==> src/rtl/writeback_tracker_pkg.sv <==
// Shared pipeline types and constants for the DM1..WB writeback tracker.
package writeback_tracker_pkg;

  localparam int unsigned PIPE_DATA_WIDTH   = 32;
  localparam int unsigned PIPE_ADDR_WIDTH   = 5;
  localparam int unsigned NUM_STAGES        = 4;
  localparam int unsigned STALL_COUNT_WIDTH = 32;

  typedef logic [1:0] stage_idx_t;

  localparam stage_idx_t DM1 = 2'd0;
  localparam stage_idx_t DM2 = 2'd1;
  localparam stage_idx_t DM3 = 2'd2;
  localparam stage_idx_t WB  = 2'd3;

  localparam logic [PIPE_ADDR_WIDTH-1:0] X0_ADDR = '0;

  // One in-flight instruction as tracked from DM1 through WB
  typedef struct packed {
    logic                       valid;
    logic                       write;
    logic                       is_load;
    logic [PIPE_ADDR_WIDTH-1:0] rd;
    logic [PIPE_DATA_WIDTH-1:0] data;
  } stage_t;

endpackage

==> src/rtl/load_use_detector.sv <==
// Combinational load-use hazard check of the EX sources against loads in DM1/DM2.
module load_use_detector #(
  parameter int unsigned ADDR_WIDTH = 5
) (
  input  logic                  ex_valid,
  input  logic                  flush,
  input  logic [ADDR_WIDTH-1:0] rs1_address,
  input  logic [ADDR_WIDTH-1:0] rs2_address,
  input  logic                  rs1_used,
  input  logic                  rs2_used,
  input  logic                  dm1_load_live,
  input  logic [ADDR_WIDTH-1:0] dm1_rd,
  input  logic                  dm2_load_live,
  input  logic [ADDR_WIDTH-1:0] dm2_rd,
  output logic                  stall_c
);

  logic rs1_hit;
  logic rs2_hit;

  // x0 never carries a dependency, so it cannot cause a stall
  assign rs1_hit = rs1_used && (rs1_address != '0) &&
                   ((dm1_load_live && (rs1_address == dm1_rd)) ||
                    (dm2_load_live && (rs1_address == dm2_rd)));
  assign rs2_hit = rs2_used && (rs2_address != '0) &&
                   ((dm1_load_live && (rs2_address == dm1_rd)) ||
                    (dm2_load_live && (rs2_address == dm2_rd)));

  // A flushed instruction is dead, so flush always wins over a stall
  assign stall_c = ex_valid && !flush && (rs1_hit || rs2_hit);

endmodule

==> src/rtl/writeback_tracker.sv <==
// Tracks instructions through DM1/DM2/DM3/WB, exposes forwarding info and load-use stalls.
// Optional stall-cycle counter enabled by defining WRITEBACK_TRACKER_STALL_COUNT_EN.
module writeback_tracker
  import writeback_tracker_pkg::*;
#(
  parameter int unsigned DATA_WIDTH = PIPE_DATA_WIDTH,
  parameter int unsigned ADDR_WIDTH = PIPE_ADDR_WIDTH
) (
  input  logic                         clk,
  input  logic                         rst_n,
  input  logic                         ex_valid,
  input  logic                         ex_rd_write,
  input  logic                         ex_is_load,
  input  logic [ADDR_WIDTH-1:0]        ex_rd_address,
  input  logic [DATA_WIDTH-1:0]        ex_result,
  input  logic [ADDR_WIDTH-1:0]        ex_rs1_address,
  input  logic [ADDR_WIDTH-1:0]        ex_rs2_address,
  input  logic                         ex_rs1_used,
  input  logic                         ex_rs2_used,
  input  logic                         flush,
  input  logic [DATA_WIDTH-1:0]        load_data_dm3,
  output logic [ADDR_WIDTH-1:0]        rd_address_dm1,
  output logic [ADDR_WIDTH-1:0]        rd_address_dm2,
  output logic [ADDR_WIDTH-1:0]        rd_address_dm3,
  output logic [ADDR_WIDTH-1:0]        rd_address_wb,
  output logic [DATA_WIDTH-1:0]        rd_data_dm1,
  output logic [DATA_WIDTH-1:0]        rd_data_dm2,
  output logic [DATA_WIDTH-1:0]        rd_data_dm3,
  output logic [DATA_WIDTH-1:0]        rd_data_wb,
  output logic                         rf_write_en,
  output logic [ADDR_WIDTH-1:0]        rf_write_address,
  output logic [DATA_WIDTH-1:0]        rf_write_data,
  output logic                         stall_ex,
  output logic [STALL_COUNT_WIDTH-1:0] stall_count
);

  stage_t stage_q [NUM_STAGES];
  stage_t dm1_d;
  stage_t wb_d;
  logic   dm1_load_live;
  logic   dm2_load_live;

  // A dead stage or an x0 destination must never look like a forwarding source
  function automatic logic [ADDR_WIDTH-1:0] out_addr(input stage_t s);
    return (s.valid && s.write) ? ADDR_WIDTH'(s.rd) : '0;
  endfunction

  function automatic logic [DATA_WIDTH-1:0] out_data(input stage_t s,
                                                     input logic [DATA_WIDTH-1:0] load_value);
    if (!(s.valid && s.write) || (s.rd == X0_ADDR)) return '0;
    if (s.is_load) return load_value;
    return DATA_WIDTH'(s.data);
  endfunction

  assign dm1_load_live = stage_q[DM1].valid && stage_q[DM1].write && stage_q[DM1].is_load;
  assign dm2_load_live = stage_q[DM2].valid && stage_q[DM2].write && stage_q[DM2].is_load;

  load_use_detector #(
    .ADDR_WIDTH (ADDR_WIDTH)
  ) u_load_use_detector (
    .ex_valid      (ex_valid),
    .flush         (flush),
    .rs1_address   (ex_rs1_address),
    .rs2_address   (ex_rs2_address),
    .rs1_used      (ex_rs1_used),
    .rs2_used      (ex_rs2_used),
    .dm1_load_live (dm1_load_live),
    .dm1_rd        (ADDR_WIDTH'(stage_q[DM1].rd)),
    .dm2_load_live (dm2_load_live),
    .dm2_rd        (ADDR_WIDTH'(stage_q[DM2].rd)),
    .stall_c       (stall_ex)
  );

  // DM1 capture: a stalled or flushed EX slot enters as a bubble
  always_comb begin
    dm1_d = '0;
    if (ex_valid && !flush && !stall_ex) begin
      dm1_d.valid   = 1'b1;
      dm1_d.write   = ex_rd_write;
      dm1_d.is_load = ex_is_load;
      dm1_d.rd      = PIPE_ADDR_WIDTH'(ex_rd_address);
      dm1_d.data    = PIPE_DATA_WIDTH'(ex_result);
    end
  end

  // Loads pick up their memory data on the way from DM3 into WB
  always_comb begin
    wb_d = stage_q[DM3];
    if (stage_q[DM3].is_load) begin
      wb_d.data = PIPE_DATA_WIDTH'(load_data_dm3);
    end
  end

  // The stage chain never freezes; stalls only insert bubbles at DM1
  always_ff @(posedge clk or negedge rst_n) begin
    if (!rst_n) begin
      stage_q[DM1] <= '0;
      stage_q[DM2] <= '0;
      stage_q[DM3] <= '0;
      stage_q[WB]  <= '0;
    end else begin
      stage_q[DM1] <= dm1_d;
      stage_q[DM2] <= stage_q[DM1];
      stage_q[DM3] <= stage_q[DM2];
      stage_q[WB]  <= wb_d;
    end
  end

  assign rd_address_dm1 = out_addr(stage_q[DM1]);
  assign rd_address_dm2 = out_addr(stage_q[DM2]);
  assign rd_address_dm3 = out_addr(stage_q[DM3]);
  assign rd_address_wb  = out_addr(stage_q[WB]);

  assign rd_data_dm1 = out_data(stage_q[DM1], '0);
  assign rd_data_dm2 = out_data(stage_q[DM2], '0);
  assign rd_data_dm3 = out_data(stage_q[DM3], load_data_dm3);
  assign rd_data_wb  = out_data(stage_q[WB], DATA_WIDTH'(stage_q[WB].data));

  assign rf_write_en      = stage_q[WB].valid && stage_q[WB].write && (stage_q[WB].rd != X0_ADDR);
  assign rf_write_address = ADDR_WIDTH'(stage_q[WB].rd);
  assign rf_write_data    = DATA_WIDTH'(stage_q[WB].data);

`ifdef WRITEBACK_TRACKER_STALL_COUNT_EN
  logic [STALL_COUNT_WIDTH-1:0] stall_count_q;

  // Saturating count of cycles spent stalled
  always_ff @(posedge clk or negedge rst_n) begin
    if (!rst_n) begin
      stall_count_q <= '0;
    end else if (stall_ex && (stall_count_q != '1)) begin
      stall_count_q <= stall_count_q + STALL_COUNT_WIDTH'(1);
    end
  end

  assign stall_count = stall_count_q;
`else
  assign stall_count = '0;
`endif

endmodule

==> config.mk <==
export PLATFORM = sky130hd
export DESIGN_NAME = writeback_tracker
export DESIGN_NICKNAME = d
export VERILOG_FILES = /design/src/rtl/writeback_tracker_pkg.sv /design/src/rtl/load_use_detector.sv /design/src/rtl/writeback_tracker.sv
export SDC_FILE = /design/constraint.sdc
export NUM_CORES = 1
export LEC_CHECK = 0
export CORE_ASPECT_RATIO = 1.25
export CORE_MARGIN = 2
export CORE_UTILIZATION = 45
export DETAILED_ROUTE_END_ITERATION = 8
export PLACE_DENSITY_LB_ADDON = 0.25
export SETUP_SLACK_MARGIN = 0.05
export SYNTH_ARGS = -nofsm -noshare
export SYNTH_HDL_FRONTEND = slang
export SYNTH_SLANG_ARGS = --single-unit
==> constraint.sdc <==
create_clock -name clk -period 5.58 [get_ports clk]
set_input_delay 1.395 -clock clk [delete_from_list [all_inputs] [get_ports clk]]
set_output_delay 1.395 -clock clk [all_outputs]
set_load 0.01 [all_outputs]
==> results.json <==
{
  "tightest_slew_ps": 1100,
  "grt_pass1_vias": 4916,
  "wl_met1_um": 6340,
  "cts_root_buf": "clkbuf_16",
  "finalHoldViolCount": 0,
  "drv_cap": 0,
  "layout-drive-gt1-share": 0.0924,
  "portBuffers": 273,
  "detail_route.vias_per_cell": 4.74,
  "final.setup_skew_ps": 10.4,
  "grt_max_degree": 117,
  "yosys_warnings": 0,
  "ant_nets": 0,
  "die_h_um": 139,
  "synth_area_um2": 6600,
  "vias": 4699,
  "fin_area_um2": 9700,
  "end_kind": "output port",
  "rsz0062_at_grt": "false",
  "cts_tree": "done",
  "drv_slew": 0,
  "synthTopCellsByArea": "dfrtp_1 60%, and2_1 9.1%, buf_4 7.9%",
  "wl_met2_um": 9420,
  "dr.pass1.iters": 5,
  "initial_utilization": 0.460,
  "antenna_found_initial": 1,
  "path_class": "in -> out",
  "synth_cell_types": 26,
  "intPower_w": 0.00198,
  "syn_to_final_growth_pct": 47.0,
  "finalPower_w": 0.00257,
  "die_area_um2": 15600,
  "placed_area_um2": 9110,
  "numCtsBuffers": 17,
  "grt.total_usage": 0.221,
  "cts_resized": 0,
  "worst-path-buf-inv": 2,
  "fin_crit_sh": 0.870,
  "ys_seq_area_frac": 0.603,
  "overflow": 0,
  "grt_pass1_wl_um": 26600,
  "cp_cell_sequence": "clkdlybuf4s50_1 > xor2_1 > nor4_1 > a22oi_1 > o22ai_4 > and2_2 > clkdlybuf4s50_1",
  "hpwl_um": 13000,
  "final_util": 0.676,
  "cp_top_family": "buffers and inverters",
  "cts.htree.levels": 4,
  "cp_slowest_cell": "clkdlybuf4s50_1",
  "p_switching_w": 0.000591,
  "period_needed_ps": 4850,
  "drt_iter0_markers": 178,
  "cts.sinks": 159,
  "synth_top_area_share": 0.603,
  "cts_setup_buffers": 0,
  "io_pins": 306,
  "peakVddDrop_mv": 0.170,
  "rows": 49,
  "synthCells": 565,
  "gp_congestion": 0.885,
  "status": "finished, final reports clean",
  "wl_um": 17200,
  "swShare": 0.230,
  "path_clk_slew_ps": 60,
  "p_per_area_nw_per_um2": 265,
  "synth_seq_cells": 159,
  "wl_per_cell_um": 17.4,
  "relSlewSlack": 0.266,
  "drc": 0,
  "final_common_cell": "clkdlybuf4s50_1",
  "routed.top_layer": "met4",
  "tns_ps": 0,
  "finalSetupViolCount": 0,
  "clockPowerShare": 0.440,
  "nets": 886,
  "synth.avg_cell_area_um2": 11.7,
  "comb_power_share": 0.080,
  "clock_path_buffers": 2,
  "die_x_um": 112,
  "yosysTopAreaCell": "dfrtp_1",
  "met3WireLength_um": 1050,
  "p_leak_nw": 4.46,
  "cpPeakStageDelay_ps": 530,
  "min_path_type": "reg -> reg",
  "crit_required_ps": 4180,
  "final_cell_mix": "272 x clkdlybuf4s50_1, 159 x dfrtp_1, 96 x and2_1",
  "cp-start-kind": "primary input",
  "critical_path_arrival_ps": 3460,
  "p_seq_frac": 0.480,
  "cp_max_fo": 3,
  "coreArea_um2": 14300,
  "insertion_delay_ps": 410,
  "postCtsHoldBufs": 0,
  "cp_common_cell": "clkdlybuf4s50_1",
  "fmax_ghz": 0.206
}
-- final cells by class --
type	instances	area [um^2]
antenna	1	2.50
clock buffer	17	425
clock inverter	15	161
fill	1125	4650
multi-input combinational	344	2140
sequential	159	3980
tap	178	223
timing repair buffer	277	2760
-- stage by stage --
stage | worst slack (ps) | instances | hold WS (ps)
4_1_cts | 725 | 990 | 362
6_report | 726 | 991 | 357
5_1_grt | 623 | 991 | 369
3_5_place_dp | 727 | 958 | 351
3_3_place_gp | 751 | 958 | 348
2_1_floorplan | 1760 | 596 | 346
-- power by group through the flow --
stage / Clock [W] / Combinational [W] / Sequential, W
3_5_place_dp: 0 / 0.000206 / 0.00126
3_3_place_gp: 0 / 0.000201 / 0.00125
6_report: 0.00113 / 0.000205 / 0.00124
4_1_cts: 0.00116 / 0.000208 / 0.00124
2_1_floorplan: 0 / 0.000108 / 0.00124
5_1_grt: 0.00121 / 0.000224 / 0.00124
-- layer usage --
metal	track usage	up-vias
met5	0	-
met4	0.0828	0
met3	0.0584	20
met2	0.401	205
met1	0.248	2317
li1	-	2157
-- synth_stat cells (all sizes together) --
master and count:
a211oi 2, a21oi 1, a22oi 2, and2 97, and3 20, buf 79
clkbuf 14, conb 1, dfrtp 159, mux2 32, nand2 42, nand3 2
nor2 46, nor2b 33, nor3 3, nor3b 1, nor4 4, o211ai 1
o21ai 2, o22ai 1, or4 3, xor2 20
-- kinds of logic (layout without fill, tap and decap cells) --
| kind of cell | count (synthesis) | count (layout) | synth area share |
|---|---|---|---|
| xor+xnor | 20 | 20 | 0.0266 |
| mux | 32 | 32 | 0.0546 |
| flops | 159 | 159 | 0.603 |
| other cells | 1 | 33 | 0.000568 |
| compound gates | 9 | 9 | 0.0118 |
| buf+inv | 93 | 309 | 0.0979 |
| simple gates | 251 | 251 | 0.205 |
-- registers in the layout, indices dropped and copies added (netlist names) --
register,flops
rf_write_address,5
rf_write_data,32
stage_q,122
-- final timing paths --
check,from,endpoint,slack [ps],depth (start not counted)
setup / recovery,ex_rs2_address[2],stall_ex,730,7
hold / removal,stage_q[141],stage_q[101],360,0
setup reg to reg,stage_q[154],stage_q[145],3510,6
hold reg to reg,stage_q[141],stage_q[101],360,0
max in group asynchronous,rst_n,stage_q[142],3270,2
min in group asynchronous,rst_n,rf_write_data[18],1100,1
(Power assumes the default switching activity.)
